$ cat src/rtl/bw_io_impctl_pkg.sv
// Shared definitions for the impedance-control serial code path:
// frame state encoding, framing bit values and the default code width.
package bw_io_impctl_pkg;

    localparam int   IMPCTL_CODE_W    = 8;
    localparam logic IMPCTL_START_BIT = 1'b1;
    localparam logic IMPCTL_STOP_BIT  = 1'b0;

    typedef enum logic [1:0] {
        ST_IDLE = 2'd0,
        ST_DATA = 2'd1,
        ST_PAR  = 2'd2,
        ST_STOP = 2'd3
    } impctl_state_e;

endpackage

$ cat src/rtl/bw_io_impctl_sclk_edge.sv
// Registers the generator's sclk and produces a one-cycle strobe on its
// rising edge; a held-high sclk yields exactly one strobe.
module bw_io_impctl_sclk_edge (
    input  logic l2clk,
    input  logic global_reset_n,
    input  logic sclk,
    output logic stb
);

    logic sclk_d;

    always_ff @(posedge l2clk or negedge global_reset_n) begin
        if (!global_reset_n) begin
            sclk_d <= 1'b0;
        end else begin
            sclk_d <= sclk;
        end
    end

    // Combinational so the sample lands in the first cycle sclk reads high.
    assign stb = sclk & ~sclk_d;

endmodule

$ cat src/rtl/bw_io_impctl_sclk_deser.sv
// Frames the serial impedance code (start, LSB-first data, even parity,
// stop) on sclk strobes and holds the last good code for the pad logic.
module bw_io_impctl_sclk_deser
    import bw_io_impctl_pkg::*;
#(
    parameter int CODE_W = IMPCTL_CODE_W
) (
    input  logic              l2clk,
    input  logic              global_reset_n,
    input  logic              sclk,
    input  logic              sdata,
    input  logic              code_ack,
    output logic [CODE_W-1:0] code_out,
    output logic              code_vld,
    output logic              busy,
    output logic              frame_err,
    output logic              ovr,
    output impctl_state_e     fsm_state
);

    localparam int                CNT_W = (CODE_W > 1) ? $clog2(CODE_W) : 1;
    localparam logic [CNT_W-1:0] LAST  = CNT_W'(CODE_W - 1);

    logic              stb;
    impctl_state_e     state;
    logic [CNT_W-1:0]  bitcnt;
    logic [CODE_W-1:0] shreg;
    logic              par_ok;

    bw_io_impctl_sclk_edge u_sclk_edge (
        .l2clk          (l2clk),
        .global_reset_n (global_reset_n),
        .sclk           (sclk),
        .stb            (stb)
    );

    assign fsm_state = state;

    // Handshake: code_vld stays high until a cycle with code_vld & code_ack;
    // that cycle consumes code_out, and a good frame finishing in the same
    // cycle reloads it so code_vld remains high with the new code.
    always_ff @(posedge l2clk or negedge global_reset_n) begin
        if (!global_reset_n) begin
            state     <= ST_IDLE;
            bitcnt    <= '0;
            shreg     <= '0;
            par_ok    <= 1'b0;
            code_out  <= '0;
            code_vld  <= 1'b0;
            busy      <= 1'b0;
            frame_err <= 1'b0;
            ovr       <= 1'b0;
        end else begin
            frame_err <= 1'b0;
            if (code_vld && code_ack) begin
                code_vld <= 1'b0;
            end

            if (stb) begin
                case (state)
                    ST_IDLE: begin
                        if (sdata == IMPCTL_START_BIT) begin
                            state  <= ST_DATA;
                            bitcnt <= '0;
                            busy   <= 1'b1;
                        end
                    end
                    ST_DATA: begin
                        shreg[bitcnt] <= sdata;
                        if (bitcnt == LAST) begin
                            state <= ST_PAR;
                        end else begin
                            bitcnt <= bitcnt + CNT_W'(1);
                        end
                    end
                    ST_PAR: begin
                        par_ok <= ((^shreg) ^ sdata) == 1'b0;
                        state  <= ST_STOP;
                    end
                    ST_STOP: begin
                        state <= ST_IDLE;
                        busy  <= 1'b0;
                        if (sdata == IMPCTL_STOP_BIT && par_ok) begin
                            if (!code_vld || code_ack) begin
                                code_out <= shreg;
                                code_vld <= 1'b1;
                            end else begin
                                // Holding register still owned by the consumer.
                                ovr <= 1'b1;
                            end
                        end else begin
                            frame_err <= 1'b1;
                        end
                    end
                    default: state <= ST_IDLE;
                endcase
            end
        end
    end

endmodule

$ cat config.mk
export PLATFORM = sky130hd
export DESIGN_NAME = bw_io_impctl_sclk_deser
export DESIGN_NICKNAME = d
export VERILOG_FILES = /design/src/rtl/bw_io_impctl_pkg.sv /design/src/rtl/bw_io_impctl_sclk_edge.sv /design/src/rtl/bw_io_impctl_sclk_deser.sv
export SDC_FILE = /design/constraint.sdc
export NUM_CORES = 1
export LEC_CHECK = 0
export BUFFER_PORTS_ARGS = -buffer_cell sky130_fd_sc_hd__buf_2
export CAP_MARGIN = 40
export CORE_MARGIN = 4
export CORE_UTILIZATION = 60
export CTS_BUF_LIST = sky130_fd_sc_hd__clkbuf_8
export DETAILED_ROUTE_END_ITERATION = 16
export HOLD_SLACK_MARGIN = 0.08
export PLACE_DENSITY = 0.83
export SLEW_MARGIN = 20
export SYNTH_ARGS = -nofsm -noshare
export SYNTH_HDL_FRONTEND = slang
export SYNTH_SLANG_ARGS = --single-unit
$ cat constraint.sdc
create_clock -name l2clk -period 3.7 [get_ports l2clk]
set_input_delay 0.185 -clock l2clk [delete_from_list [all_inputs] [get_ports l2clk]]
set_output_delay 0.185 -clock l2clk [all_outputs]
set_load 0.005 [all_outputs]
==> After elaboration in Yosys (flattened, before gate mapping) <==
Cells that the tools add are included.
{ "classes": {"reduce_logical": 16, "n_mux": 19, "magnitude_cmp": 2, "n_bitwise": 6, "eq_ne": 7, "add_sub_neg": 1} }
{ "op_table": {"columns": ["cell", "count"], "rows": [
  ["AND reduction 4 bit", 3],
  ["two-way mux 1 bit", 10],
  ["bitwise mux 8 bit", 1],
  ["one-hot mux 2 bit (4 select lines)", 1],
  ["XOR reduction 8 bit", 1],
  ["two-way mux 3 bit", 2],
  ["inequality test 2 bit (second input constant)", 3],
  ["one-hot mux 3 bit (2 select lines)", 1],
  ["AND reduction 3 bit", 2],
  ["equality test 2 bit (second input constant)", 2],
  ["< comparator 3 x 4 -> 1 bit (second input constant)", 1],
  ["two-way mux 2 bit", 2],
  ["inverter 1 bit", 4],
  ["AND reduction 2 bit", 2],
  ["nonzero test 2 bit", 2],
  ["adder 3 x 1 -> 3 bit (second input constant)", 1],
  ["demux 1 bit (select 3 bit)", 1],
  ["equality test 3 bit (second input constant)", 1],
  ["greater-or-equal comparator 3 x 1 -> 1 bit (second input constant)", 1],
  ["logical AND 1 bit", 3],
  ["equality test 2 x 1 -> 1 bit (second input constant)", 1],
  ["logical NOT 2 bit", 1],
  ["one-hot mux 1 bit (2 select lines)", 1],
  ["bitwise AND 1 bit", 1],
  ["3 further kinds", 3]
]} }
{ "word_totals": {"in_bits": 5, "register_bits": 27, "out_inout_bits": 14, "elab_cells": 61} }

==> Depth between registers and ports, before layout <==
{ "logic_depth": {"word_depth": 6, "mapped_depth": 6, "depth_no_buf": 6} }

==> Modules after synthesis <==
A second synthesis with hierarchy kept.
{ "hier_totals": {"hier_cells": 106, "area_unflattened_um2": 1300.0} }
{ "modules_own_cells": {"columns": ["mod", "cells_per_inst", "n_inst", "area_each_um2", "seq_area_each_um2"], "rows": [
  ["bw_io_impctl_sclk_deser", 104, 1, 1261.2, 650.6],
  ["bw_io_impctl_sclk_edge", 2, 1, 38.8, 25.0]
]} }

==> Worst setup path after synthesis <==
Ideal clock, no wire load.
{ "synth_path": {"kind": "register to register", "startpoint": "register state[1] (netlist: fsm_state[1])", "endpoint": "register shreg[5]", "slack_ps": 2150, "stages_incl_launch_ff": 6, "setup_time_ps": 125, "t_arrival_ps": 1425, "cell_sequence": "dfrtp_1 inv_1 ha_1 nand3_2 nor3b_1 mux2_2"} }
{ "synth_via": {"elab_chain_cells": 2} }
{ "synth_rtl": {"columns": ["element", "line_no", "text"], "rows": [
  ["from (decl)", "bw_io_impctl_sclk_deser.sv:25", "impctl_state_e state;"],
  ["from (signal assigned)", "bw_io_impctl_sclk_deser.sv:44", "state <= ST_IDLE;"],
  ["from (signal assigned)", "bw_io_impctl_sclk_deser.sv:63", "state <= ST_DATA;"],
  ["from (signal assigned)", "bw_io_impctl_sclk_deser.sv:71", "state <= ST_PAR;"],
  ["equality test 2 x 1 -> 1 bit", "bw_io_impctl_sclk_deser.sv:60", "case (state)"],
  ["AND reduction 2 bit (no line)", null, null],
  ["to (signal, indexed assignment)", "bw_io_impctl_sclk_deser.sv:69", "shreg[bitcnt] <= sdata;"],
  ["to (decl)", "bw_io_impctl_sclk_deser.sv:27", "logic [CODE_W-1:0] shreg;"]
]} }
No other way between the ends.
A chain may end at the register's enable or synchronous reset.

==> Worst setup path after layout <==
{ "layout_path": {"startpoint": "input sclk", "endpoint": "register code_out[1]"} }
{ "layout_via": {"elab_chain_cells": 2} }
{ "layout_rtl": {"columns": ["element", "line_no", "text"], "rows": [
  ["from (decl)", "bw_io_impctl_sclk_deser.sv:10", "input logic sclk,"],
  ["bitwise AND 1 bit", "bw_io_impctl_sclk_edge.sv:21", "assign stb = sclk & ~sclk_d;"],
  ["AND reduction 4 bit (no line)", null, null],
  ["to (signal assigned)", "bw_io_impctl_sclk_deser.sv:85", "code_out <= shreg;"],
  ["to (decl)", "bw_io_impctl_sclk_deser.sv:13", "output logic [CODE_W-1:0] code_out,"]
]} }
No other way between the ends.

==> flow_summary_export.csv <==
group,metric,value,unit
cts,root_buffer,"clkbuf_8",
floorplanning,die_w,55.1,µm
sta,rsz0062_at_grt,"no",
place,dp.cells,148,
setup_path,startpoint,"sclk",
floorplanning,start_util,0.653,
final_layout,layout_commonest_cell,"dfrtp_1",
final_layout,multiInputGateArea,608,µm²
final_layout,antenna_cells,0,
sta,fin_tns_setup,0,ns
setup_path,worstPathRequired,3.86,ns
drt,antenna_left,0,
min_path,hold_depth,3,
run,cap_violations,0,
final_layout,seq_area,676,µm²
global_routing,gr-total-overflow,0,
place,place_hpwl,1.66,mm
drt,via_count,864,
synthesis,syn-mean-instance-area,12.3,µm²
drt,drt_wl_total,2.27,mm
floorplanning,die_h,55.1,µm
synthesis,ys_seq_elements,27,
setup_path,crit_path_start_kind,"input port",
synthesis,synthAdderAreaFrac,0.0563,
min_path,holdPathEnd,"code_vld$_DFF_PN0_",
cts,clock-sinks,27,
synthesis,synth.area.top_cells,"dfrtp_1 (51%), mux2_2 (14%), ha_1 (5.6%), xnor2_1 (3.3%), nand2_1 (2.5%)",
drt,first_pass_iters,4,
final_layout,fillers,160,
synthesis,synthArstFlopShare,1.00,
final_layout,final_core_util,0.729,
min_path,hp-start,"code_ack",
pwr,ir_drop,0.000394,V
setup_path,worst_r2r_startpoint,"u_sclk_edge.sclk_d$_DFF_PN0_",
final_layout,drive_gt1_frac,0.339,
sta,fmax,483,MHz
setup_path,critical_path.max_stage_delay,0.57,ns
sta,maxSlewHeadroom,0.536,
cts,clk_latency,0.27,ns
floorplanning,row_count,16,
sta,worst_pin_slew,0.695,ns
cts,post_cts_buffers,0,
sta,post-route-period-util,0.559,
pwr,p_leak,0.737,nW
synthesis,synthMuxAreaShare,0.151,
floorplanning,fp.dieArea,0.00304,mm²
floorplanning,io_pins,19,
synthesis,syn_area,0.00133,mm²
cts,clk_pin_slew,0.09,ns
setup_path,endpoint_kind,"flip-flop",
synthesis,synthesis.nets,119,
global_routing,grt_max_degree,28,
global_routing,grt_pass1_vias,823,
setup_path,cp_cell_sequence,"dlygate4sd3_1, buf_2, nor2b_4, nand3_1, nor2b_1, mux2_2",
setup_path,reg2reg_slack,1.79,ns
final_layout,nNetsFinal,139,
place,port-buffer-count,18,
synthesis,ys.flop_type,"dfrtp_1",
global_routing,antenna_found_initial,0,
global_routing,grt_usage,0.176,
setup_path,worst-path-max-fanout,11,
synthesis,synth-simple-area-share,0.126,
sta,setup_ws,1.63,ns
cts,cts_made_buffers,3,
synthesis,synth_xor_area_frac,0.0563,
setup_path,worstPathArrival,2.23,ns
drt,drt_iter0_drc,13,
synthesis,yosysUniqueCellTypes,30,
sta,setup_viol,0,
drt,drc_errors,0,
drt,wl_per_cell,14.7,µm
pwr,powerDensity,695,mW/mm²
drt,viasPerCell,5.61,
setup_path,crit_buf_inv,2,
place,globalplace.congestion,0.727,
setup_path,slowest_stage,"nor2b_1",
cts,ctsHtreeMaxLevel,1,
synthesis,synth_top_area_frac,0.507,
synthesis,synth_cells,108,
setup_path,reg2reg_depth,4,
synthesis,synth_edf_count,0,
floorplanning,core_area,0.00204,mm²
sta,finalHoldViolCount,0,
final_layout,area_growth,11.6,%
sta,skew,0.00205,ns
run_status,run_status,"completed",
synthesis,ys.warnings.count,0,
setup_path,critical_path.top_delay_family,"simple AND/OR/NAND/NOR gates",
synthesis,synth-compound-area-share,0.0667,
cts,cts_tree,"yes",
setup_path,reg2reg_to,"code_out[1]$_DFFE_PN0P_",
synthesis,synth_top_family_by_area,"multiplexers",
min_path,min_path_type,"in -> reg",
place,post-place-ws,1.77,ns
synthesis,yosysSeqAreaShare,0.507,
final_layout,final-instance-count-excl-fill,154,
cts,cts_buffer_depth,2,
sta,drv_slew,0,
final_layout,most-common-layout-cells,"dfrtp_1 (27), buf_2 (18), mux2_2 (17)",
synthesis,yosysTopAreaCell,"dfrtp_1",
sta,min_period,2.07,ns
setup_path,path_class,"in -> reg",
global_routing,grt_pass1_wl,3.66,mm
[cell usage after synthesis (2+ instances only)]
| master | instances |
|---|---|
| nor3b_1 | 2 |
| nand3_1 | 3 |
| xnor2_1 | 5 |
| dfrtp_1 | 27 |
| a22o_1 | 3 |
| a31oi_1 | 3 |
| nor2_1 | 4 |
| nor2b_1 | 2 |
| nand3b_1 | 2 |
| o21ai_0 | 3 |
| nand2_1 | 9 |
| buf_2 | 3 |
| mux2_2 | 17 |
| ha_1 | 6 |
| inv_1 | 4 |
[state kept, by name (all words and copies together) (netlist names)]
name	flops
code_out	8
shreg	8
bitcnt	3
fsm_state	2
busy	1
code_vld	1
frame_err	1
ovr	1
par_ok	1
u_sclk_edge.sclk_d	1
[tightest hold or removal path, stage by stage]
cell and delay, ns:
buf_2 0.07, nand2b_1 0.13, nand2_1 0.06
[per-stage QoR]
stage	total power [mW]	instance area (µm²)	hold WS, ns
after floorplan	0.772	1330	-0.111
after global placement	0.859	1420	0.205
after detailed placement	0.883	1420	0.220
after CTS	1.05	1490	0.197
after global routing	1.11	1490	0.223
final	1.03	1490	0.203
[logic make-up (layout without fill, tap and decap cells)]
kind of cell,Yosys count,count (layout)
AO/OA/AOI/OAI,13,13
XOR/XNOR,7,7
adder cells (fa/ha/maj),6,6
buffers and inverters,9,28
flip-flops,27,27
multiplexers,18,18
AND/OR/NAND/NOR,28,28
[final cells by class]
type                       count  share of cell area
sequential                    27               0.454
multi-input combinational     72               0.409
timing repair buffer          20              0.0740
clock buffer                   3              0.0278
tap                           27              0.0227
inverter                       4              0.0101
clock inverter                 1             0.00252
[where the power goes]
group / total, mW / internal [mW] / switching, mW
Sequential: 0.482 / 0.389 / 0.0929
Clock: 0.163 / 0.0745 / 0.0883
Combinational: 0.390 / 0.225 / 0.166
Total: 1.03 / 0.688 / 0.347
[how the worst max path moves through the flow]
| stage | to | slack (ns) | cells after the start |
|---|---|---|---|
| detailed placement | code_out[4]$_DFFE_PN0P_ | 1.77 | 4 |
| global placement | code_out[3]$_DFFE_PN0P_ | 1.85 | 4 |
| finish | code_out[1]$_DFFE_PN0P_ | 1.63 | 6 |
| global route | code_out[1]$_DFFE_PN0P_ | 1.49 | 6 |
| floorplan | shreg[5]$_DFFE_PN0P_ | 2.15 | 5 |
| CTS | code_out[4]$_DFFE_PN0P_ | 1.60 | 6 |
[metal layers]
metal  global-route usage  up-vias  routed length [µm]
met4               0.0972        0                  53
met2                0.287       29                1050
met5                    0        -                   0
met3               0.0322        5                 123
li1                     -      410                   -
met1                0.221      420                1050
[timing repair]
action                                 4_1_cts  5_1_grt
resized for setup                            0        0
hold buffers                                 2        0
setup endpoints to repair                    0        0
endpoints found under the hold margin       28        0
No activity file was read; power rests on OpenSTA's default activity.
